==> src/rtl/rc4_key_search_ctrl.sv <==
// rc4_key_search_ctrl
//
// Scheduler for the RC4 brute-force key search. For every candidate key in
// [key_lo, key_hi] it runs the S-init, KSA and PRGA/decrypt engines in turn.
// All three engines share one single-port 256x8 S memory, and this block
// owns that memory. The decrypted stream is checked for plaintext validity:
// lowercase a..z or space, exactly MSG_LEN bytes. The search stops when a key
// passes (found) or when the range is used up (exhausted).
//
// Optional feature: define RC4_EARLY_ABORT_EN to abandon a candidate on its
// first illegal byte. The PRGA engine is told through prga_abort, and the
// scheduler does not wait for prga_done.
//
// Ports:
//   clk, reset               clock, synchronous active-high reset
//   start                    one-cycle pulse, accepted only when not busy
//   key_lo, key_hi           inclusive key range, sampled on start
//   init/ksa/prga_start      one-cycle engine start pulses (Moore)
//   init/ksa/prga_done       one-cycle engine completion pulses
//   prga_abort               one-cycle early-abort pulse (0 unless enabled)
//   char_valid, char_data    decrypted byte stream from the PRGA engine
//   <eng>_addr/data/wren     per-engine S memory requests
//   mem_addr/data/wren       arbitrated S memory port
//   secret_key               current candidate key
//   busy, found, exhausted   status; found_key holds the passing key
//   state_dbg                current FSM state, for debug and checkers
//
// Handshake: all start, done and abort signals are single-cycle pulses with
// no back-pressure. A done pulse is acted on only in the matching *_WAIT
// state. char_valid marks exactly one byte per high cycle, and those bytes
// are examined only in PRGA_WAIT. Pulses that arrive in any other state are
// dropped.

module rc4_key_search_ctrl #(
  parameter int KEY_W   = 24,
  parameter int MSG_LEN = 32
) (
  input  logic             clk,
  input  logic             reset,
  input  logic             start,
  input  logic [KEY_W-1:0] key_lo,
  input  logic [KEY_W-1:0] key_hi,
  output logic             init_start,
  output logic             ksa_start,
  output logic             prga_start,
  input  logic             init_done,
  input  logic             ksa_done,
  input  logic             prga_done,
  output logic             prga_abort,
  input  logic             char_valid,
  input  logic [7:0]       char_data,
  input  logic [7:0]       init_addr,
  input  logic [7:0]       init_data,
  input  logic             init_wren,
  input  logic [7:0]       ksa_addr,
  input  logic [7:0]       ksa_data,
  input  logic             ksa_wren,
  input  logic [7:0]       prga_addr,
  input  logic [7:0]       prga_data,
  input  logic             prga_wren,
  output logic [7:0]       mem_addr,
  output logic [7:0]       mem_data,
  output logic             mem_wren,
  output logic [KEY_W-1:0] secret_key,
  output logic             busy,
  output logic             found,
  output logic             exhausted,
  output logic [KEY_W-1:0] found_key,
  output logic [3:0]       state_dbg
);

  localparam logic [3:0] S_IDLE      = 4'd0;
  localparam logic [3:0] S_INIT_GO   = 4'd1;
  localparam logic [3:0] S_INIT_WAIT = 4'd2;
  localparam logic [3:0] S_KSA_GO    = 4'd3;
  localparam logic [3:0] S_KSA_WAIT  = 4'd4;
  localparam logic [3:0] S_PRGA_GO   = 4'd5;
  localparam logic [3:0] S_PRGA_WAIT = 4'd6;
  localparam logic [3:0] S_NEXT_KEY  = 4'd7;
  localparam logic [3:0] S_FOUND     = 4'd8;
  localparam logic [3:0] S_EXHAUSTED = 4'd9;

  localparam logic [5:0] MSG_LEN_C = 6'(MSG_LEN);

  logic [3:0]       state;
  logic [3:0]       next_state;
  logic [KEY_W-1:0] key_hi_q;
  logic             bad;
  logic [5:0]       char_cnt;

  logic             char_legal;
  logic             byte_bad;
  logic             bad_next;
  logic [5:0]       cnt_next;
  logic             msg_ok;
  logic             idle_like;
  logic             run;

  assign state_dbg = state;
  assign idle_like = (state == S_IDLE) || (state == S_FOUND) || (state == S_EXHAUSTED);
  assign busy      = !idle_like;

  // Combinational outputs are gated by reset. While reset is high, the
  // engines lose the memory and see no start or abort pulses, even before
  // the state register has returned to IDLE.
  assign run = !reset;

  // Plaintext check. A byte that arrives together with prga_done is folded
  // into the pass/fail decision through bad_next and cnt_next.
  assign char_legal = ((char_data >= 8'd97) && (char_data <= 8'd122)) || (char_data == 8'd32);
  assign byte_bad   = char_valid && !char_legal;
  assign bad_next   = bad || byte_bad;
  assign cnt_next   = char_cnt + {5'd0, char_valid};
  assign msg_ok     = !bad_next && (cnt_next == MSG_LEN_C);

  assign init_start = run && (state == S_INIT_GO);
  assign ksa_start  = run && (state == S_KSA_GO);
  assign prga_start = run && (state == S_PRGA_GO);

`ifdef RC4_EARLY_ABORT_EN
  assign prga_abort = run && (state == S_PRGA_WAIT) && byte_bad;
`else
  assign prga_abort = 1'b0;
`endif

  always_comb begin
    next_state = state;
    case (state)
      S_IDLE, S_FOUND, S_EXHAUSTED: begin
        if (start) next_state = (key_lo > key_hi) ? S_EXHAUSTED : S_INIT_GO;
      end
      S_INIT_GO:   next_state = S_INIT_WAIT;
      S_INIT_WAIT: if (init_done) next_state = S_KSA_GO;
      S_KSA_GO:    next_state = S_KSA_WAIT;
      S_KSA_WAIT:  if (ksa_done) next_state = S_PRGA_GO;
      S_PRGA_GO:   next_state = S_PRGA_WAIT;
      S_PRGA_WAIT: begin
`ifdef RC4_EARLY_ABORT_EN
        // The illegal byte wins over a prga_done in the same cycle.
        if (byte_bad)       next_state = S_NEXT_KEY;
        else if (prga_done) next_state = msg_ok ? S_FOUND : S_NEXT_KEY;
`else
        if (prga_done)      next_state = msg_ok ? S_FOUND : S_NEXT_KEY;
`endif
      end
      // The equality test comes before the increment, so an all-ones key_hi
      // ends the search instead of wrapping round to zero.
      S_NEXT_KEY:  next_state = (secret_key == key_hi_q) ? S_EXHAUSTED : S_INIT_GO;
      default:     next_state = S_IDLE;
    endcase
  end

  always_ff @(posedge clk) begin
    if (reset) begin
      state      <= S_IDLE;
      secret_key <= '0;
      found_key  <= '0;
      found      <= 1'b0;
      exhausted  <= 1'b0;
      key_hi_q   <= '0;
      bad        <= 1'b0;
      char_cnt   <= 6'd0;
    end else begin
      state <= next_state;
      case (state)
        S_IDLE, S_FOUND, S_EXHAUSTED: begin
          if (start) begin
            found     <= 1'b0;
            found_key <= '0;
            key_hi_q  <= key_hi;
            if (key_lo > key_hi) exhausted <= 1'b1;
            else begin
              exhausted  <= 1'b0;
              secret_key <= key_lo;
            end
          end
        end
        S_PRGA_GO: begin
          bad      <= 1'b0;
          char_cnt <= 6'd0;
        end
        S_PRGA_WAIT: begin
          bad      <= bad_next;
          char_cnt <= cnt_next;
          if (next_state == S_FOUND) begin
            found     <= 1'b1;
            found_key <= secret_key;
          end
        end
        S_NEXT_KEY: begin
          if (secret_key == key_hi_q) exhausted <= 1'b1;
          else                        secret_key <= secret_key + 1'b1;
        end
        default: ;
      endcase
    end
  end

  // S memory arbiter: the owner is decided by state alone.
  always_comb begin
    mem_addr = 8'd0;
    mem_data = 8'd0;
    mem_wren = 1'b0;
    if (run) begin
      case (state)
        S_INIT_GO, S_INIT_WAIT: begin
          mem_addr = init_addr;
          mem_data = init_data;
          mem_wren = init_wren;
        end
        S_KSA_GO, S_KSA_WAIT: begin
          mem_addr = ksa_addr;
          mem_data = ksa_data;
          mem_wren = ksa_wren;
        end
        S_PRGA_GO, S_PRGA_WAIT: begin
          mem_addr = prga_addr;
          mem_data = prga_data;
          mem_wren = prga_wren;
        end
        default: ;
      endcase
    end
  end

endmodule

==> config.mk <==
export PLATFORM = sky130hd
export DESIGN_NAME = rc4_key_search_ctrl
export DESIGN_NICKNAME = d
export VERILOG_FILES = /design/src/rtl/rc4_key_search_ctrl.sv
export SDC_FILE = /design/constraint.sdc
export NUM_CORES = 1
export LEC_CHECK = 0
export BUFFER_PORTS_ARGS = -buffer_cell sky130_fd_sc_hd__buf_4
export CORE_ASPECT_RATIO = 0.5
export CORE_UTILIZATION = 50
export CTS_BUF_LIST = sky130_fd_sc_hd__clkbuf_8
export DETAILED_ROUTE_END_ITERATION = 8
export PLACE_DENSITY = 0.8
export SYNTH_ARGS = -nofsm -noshare
export SYNTH_HDL_FRONTEND = slang
export SYNTH_SLANG_ARGS = --single-unit
==> constraint.sdc <==
create_clock -name clk -period 3.1 [get_ports clk]
set_input_delay 0.62 -clock clk [delete_from_list [all_inputs] [get_ports clk]]
set_output_delay 0.62 -clock clk [all_outputs]
set_load 0.005 [all_outputs]
* Yosys cells after proc, flatten, opt, wreduce, memory -nomap -nowiden *
Index checks and enable logic that the tools add are counted.

storage, ports and cells
  flip-flop bits (word level) = 85
  input port bits = 114
  output and inout bits = 76
  logic and storage cells = 87

operators by class
  add/sub/neg operators = 2
  order comparisons = 3
  equal/unequal tests = 18
  mux-type cells = 30
  reduce and logical (&&, ||, !) cells = 26

operators with widths
  cell                     number
  $mux W24                 5
  $pmux W24 S2             2
  $pmux W8 S3              2
  $pmux W4 S8              1
  $mux W4                  7
  $add A24 B1 Y24 const B  1
  $eq A24 B24 Y1           1
  $gt A24 B24 Y1           1
  $eq A4 B3 Y1 const B     4
  $mux W8                  2
  $eq A4 B4 Y1 const B     3
  $pmux W6 S2              1
  $ne A2 B2 Y1 const B     5
  $eq A4 B2 Y1 const B     2
  $eq A8 B6 Y1 const B     1
  $ge A8 B7 Y1 const B     1
  $le A8 B7 Y1 const B     1
  $add A6 B1 Y6            1
  $eq A6 B6 Y1 const B     1
  $logic_and A1 B1 Y1      6
  $mux W1                  6
  $pmux W1 S2              3
  $reduce_and A3 Y1        2
  $reduce_bool A2 Y1       3
  9 further kinds          17

* Longest topological paths before layout *
  word-level depth = 14
  gate-level depth with buffers = 11
  depth with buffers taken out = 9

* Worst setup path after synthesis *
Ideal clock, no wire load.

  kind = input port to flip-flop
  start = input key_hi[23]
  end = register secret_key[2]
  library setup time = 0.119 ns
  arrival = 2.596 ns
  data required time = 2.981 ns
  slack = 0.385 ns
  stages = 10
  path buffers = 2
  path through = inv_1 > ha_1 > nand4_1 > nor4_1 > o311ai_1 > and3_1 > or3_1 > buf_6 > buf_6 > o221a_2

on the way
  word-level cells in the longest chain between the ends = 3

ends and longest elaborated chain
  element                             line  text
  from (decl)                         42    input logic [KEY_W-1:0] key_hi,
  $gt A24 B24 Y1                      171   if (key_lo > key_hi) exhausted <= 1'b1;
  $ne A2 B2 Y1 (no source line)       -
  $reduce_and A4 Y1 (no source line)  -
  to (signal assigned)                174   secret_key <= key_lo;
  to (signal assigned)                192   else secret_key <= secret_key + 1'b1;
  to (decl)                           64    output logic [KEY_W-1:0] secret_key,

No other way between the ends.
A chain may end at the register's enable or synchronous reset.

* Final worst setup path *
  start = input key_hi[23]
  end = register secret_key[11]

Same word-level chain as after synthesis.

==> flow_summary.toml <==
[run_status]
outcome = "finished, final reports clean"

[placed_design]
routabilityCongestion = 0.937
hpwl_mm = 13.5
io_buffers = 188

[floorplanning]
io_pins = 190
dieWidth_um = 147
num_rows = 26
die_h_um = 74.6
coreArea_um2 = 10200
start_util_pct = 51.6
die-area_um2 = 11000

[yosys]
synthArstFlopShare_pct = 0
yosys_warnings = 0
synth_ff_type = "dfxtp_1"
ys_seq_area_share_pct = 32.3
syn_nets = 852
ys_types = 59
syn_area_per_cell_um2 = 7.41
synth-edff-count = 0
syn_area_um2 = 5270
synth-seq-cells = 85
synthCells = 711

[timing]
fin_crit_sh_pct = 98.2
slew_viol_final = 0
slew_headroom_pct = 36.6
clock.fmax_mhz = 329
hold_ws_ps = 455
hold_viol_final = 0
fin_crit_ps = 3040
rsz0062_at_grt = "false"
setup_viol = 0
worst_pin_slew_ps = 951
skew_ps = 16.8

[route]
via_per_inst = 5.89
wl_per_cell_um = 17.5
drt_iter0_drc = 580
drt-total-wl_mm = 18.0
ant_nets = 0
firstDrtPassIters = 6
drc = 0
vias = 6065

[clock_tree]
cts.sinks = 85
ctsHoldBuffers = 0
cts_tree = "built"
cts-buffers-inserted = 9
post_cts_resized = 0
max-clock-path-buffers = 2
ctsRootBufferMaster = "clkbuf_8"
htreeDepth = 3
path_clk_slew_ps = 90
clk_latency_ps = 380

[power]
seqPwrFrac_pct = 44.8
p_int_mw = 1.83
combinationalPowerShare_pct = 29.0
power.net_switching_mw = 0.976
pwr-share-clk_pct = 26.3
cellLeakagePower_nw = 3.12
swShare_pct = 34.8
power.density_nw_per_um2 = 402
irDropWorstVdd_uv = 241

[job]
cap_violations = 0

[cells_and_area]
layout.nets = 1026
diodes = 0
final_common_cell = "buf_4"
area_growth_pct = 32.6
fin_util_pct = 68.4
final_cell_mix = "buf_4, nand2_1, dfxtp_1"
drive_above_1_share_pct = 27.2
num-fill-cells = 909

[worst_setup_path]
path_class = "in -> reg"
worstPathArrival_ps = 3280
path_max_fanout = 12
cp.required_ps = 3340
crit_path_start_kind = "input port"
critPathCaptureType = "register"

[grt]
grt_use_total_pct = 32.5
grt_max_degree = 73
grt_pass1_vias = 5400
antenna_found_initial = 0
grt_pass1_wl_mm = 27.7
overflow = 0

[min_path]
hp-class = "reg -> reg"
==> state kept, by name (all words and copies together), names as in the netlist <==
register / cells
found_key: 24
key_hi_q: 24
char_cnt: 6
secret_key: 24
exhausted: 1
found: 1
state_dbg: 4
bad: 1
==> what timing repair did <==
action / in CTS / in global routing
endpoints found under the setup margin: 0 / 17
hold endpoints to repair: 0 / 0
setup buffers: 0 / 1
==> power groups by stage <==
stage / Clock, mW / Sequential (mW) / Combinational (mW)
3_3_place_gp: 0 / 1.28 / 0.782
6_report: 0.737 / 1.26 / 0.813
4_1_cts: 0.739 / 1.25 / 0.802
3_5_place_dp: 0 / 1.28 / 0.799
2_1_floorplan: 0 / 1.24 / 0.466
5_1_grt: 0.792 / 1.27 / 0.888
==> kinds of logic after synthesis <==
logic type,share of synthesized area (%)
flops,32.3
mux,2.02
buf+inv,6.88
compound gates,23.2
other cells,0.0711
simple gates,25.0
fa+ha+maj,6.41
xor+xnor,4.15
==> Yosys cell counts (3+ instances only) <==
cell      number  share of area, %
buf_6          5               1.1
nor4_1        12               1.4
o211a_1        4              0.76
nand2_1      124               8.8
dfxtp_1       85                32
o211ai_1       7               1.0
ha_1          27               6.4
a211oi_1       9               1.3
o31ai_1        8               1.1
xor2_1        23               3.8
a311oi_1       4              0.66
a222oi_1      17               3.2
o41ai_1        3              0.50
or3_1          5              0.59
mux2i_1        8               1.5
o21ai_0       24               2.3
nand3_1       49               4.7
a21oi_1       80               7.6
nor2_1        58               4.1
inv_1         31               2.2
nand4_1       13               1.5
clkbuf_1      36               2.6
and3_1         8              0.95
nand2b_1       6              0.71
a22oi_1        3              0.43
buf_2          8              0.76
nor3_1        13               1.2
==> critical path, stage by stage <==
cell and delay, ps:
buf_4 90, inv_1 40, ha_1 300, nand4_1 210
nor4_1 630, o311ai_1 240, and3_1 240, or3_1 450
buf_4 220, mux2i_1 160, o21ai_0 90
==> layer usage <==
| metal | part of all wire [%] | GRT usage, % | routed length, µm |
|---|---|---|---|
| met1 | 42 | 42.3 | 7550 |
| met4 | 1.9 | 9.85 | 336 |
| met3 | 11 | 8.65 | 1930 |
| met2 | 45 | 53.5 | 8170 |
| met5 | 0 | 0 | 0 |
==> stage by stage <==
stage	instances	power, mW	setup TNS (ps)	area, µm²	setup slack (ps)
6_report	1029	2.81	0	6990	57.2
5_1_grt	1029	2.95	0	6990	20.5
4_1_cts	1028	2.79	0	6980	5.85
3_5_place_dp	1013	2.08	-3360	6810	-202
3_3_place_gp	1013	2.06	-1000	6810	-79.0
2_1_floorplan	711	1.71	0	5270	385
==> path summary, 6_finish.rpt <==
check	from	to	slack, ps	cells after the start
min	found_key[14]$_SDFFE_PP0P_	found_key[14]$_SDFFE_PP0P_	460	2
max reg2reg	secret_key[1]$_SDFFE_PP0P_	secret_key[22]$_SDFFE_PP0P_	370	8
min reg2reg	found_key[14]$_SDFFE_PP0P_	found_key[14]$_SDFFE_PP0P_	460	2
max	key_hi[23]	secret_key[11]$_SDFFE_PP0P_	60	11
==> layout make-up <==
type	count	area (µm²)	area share, %
flip-flops and latches	85	1700	24.3
multi-input cells	543	3210	45.9
inverters	31	116	1.66
clock inverters	6	50.0	0.716
clock buffers	9	124	1.77
repair buffers	215	1610	23.1
well taps	140	175	2.51
No activity file was read; power rests on OpenSTA's default activity.
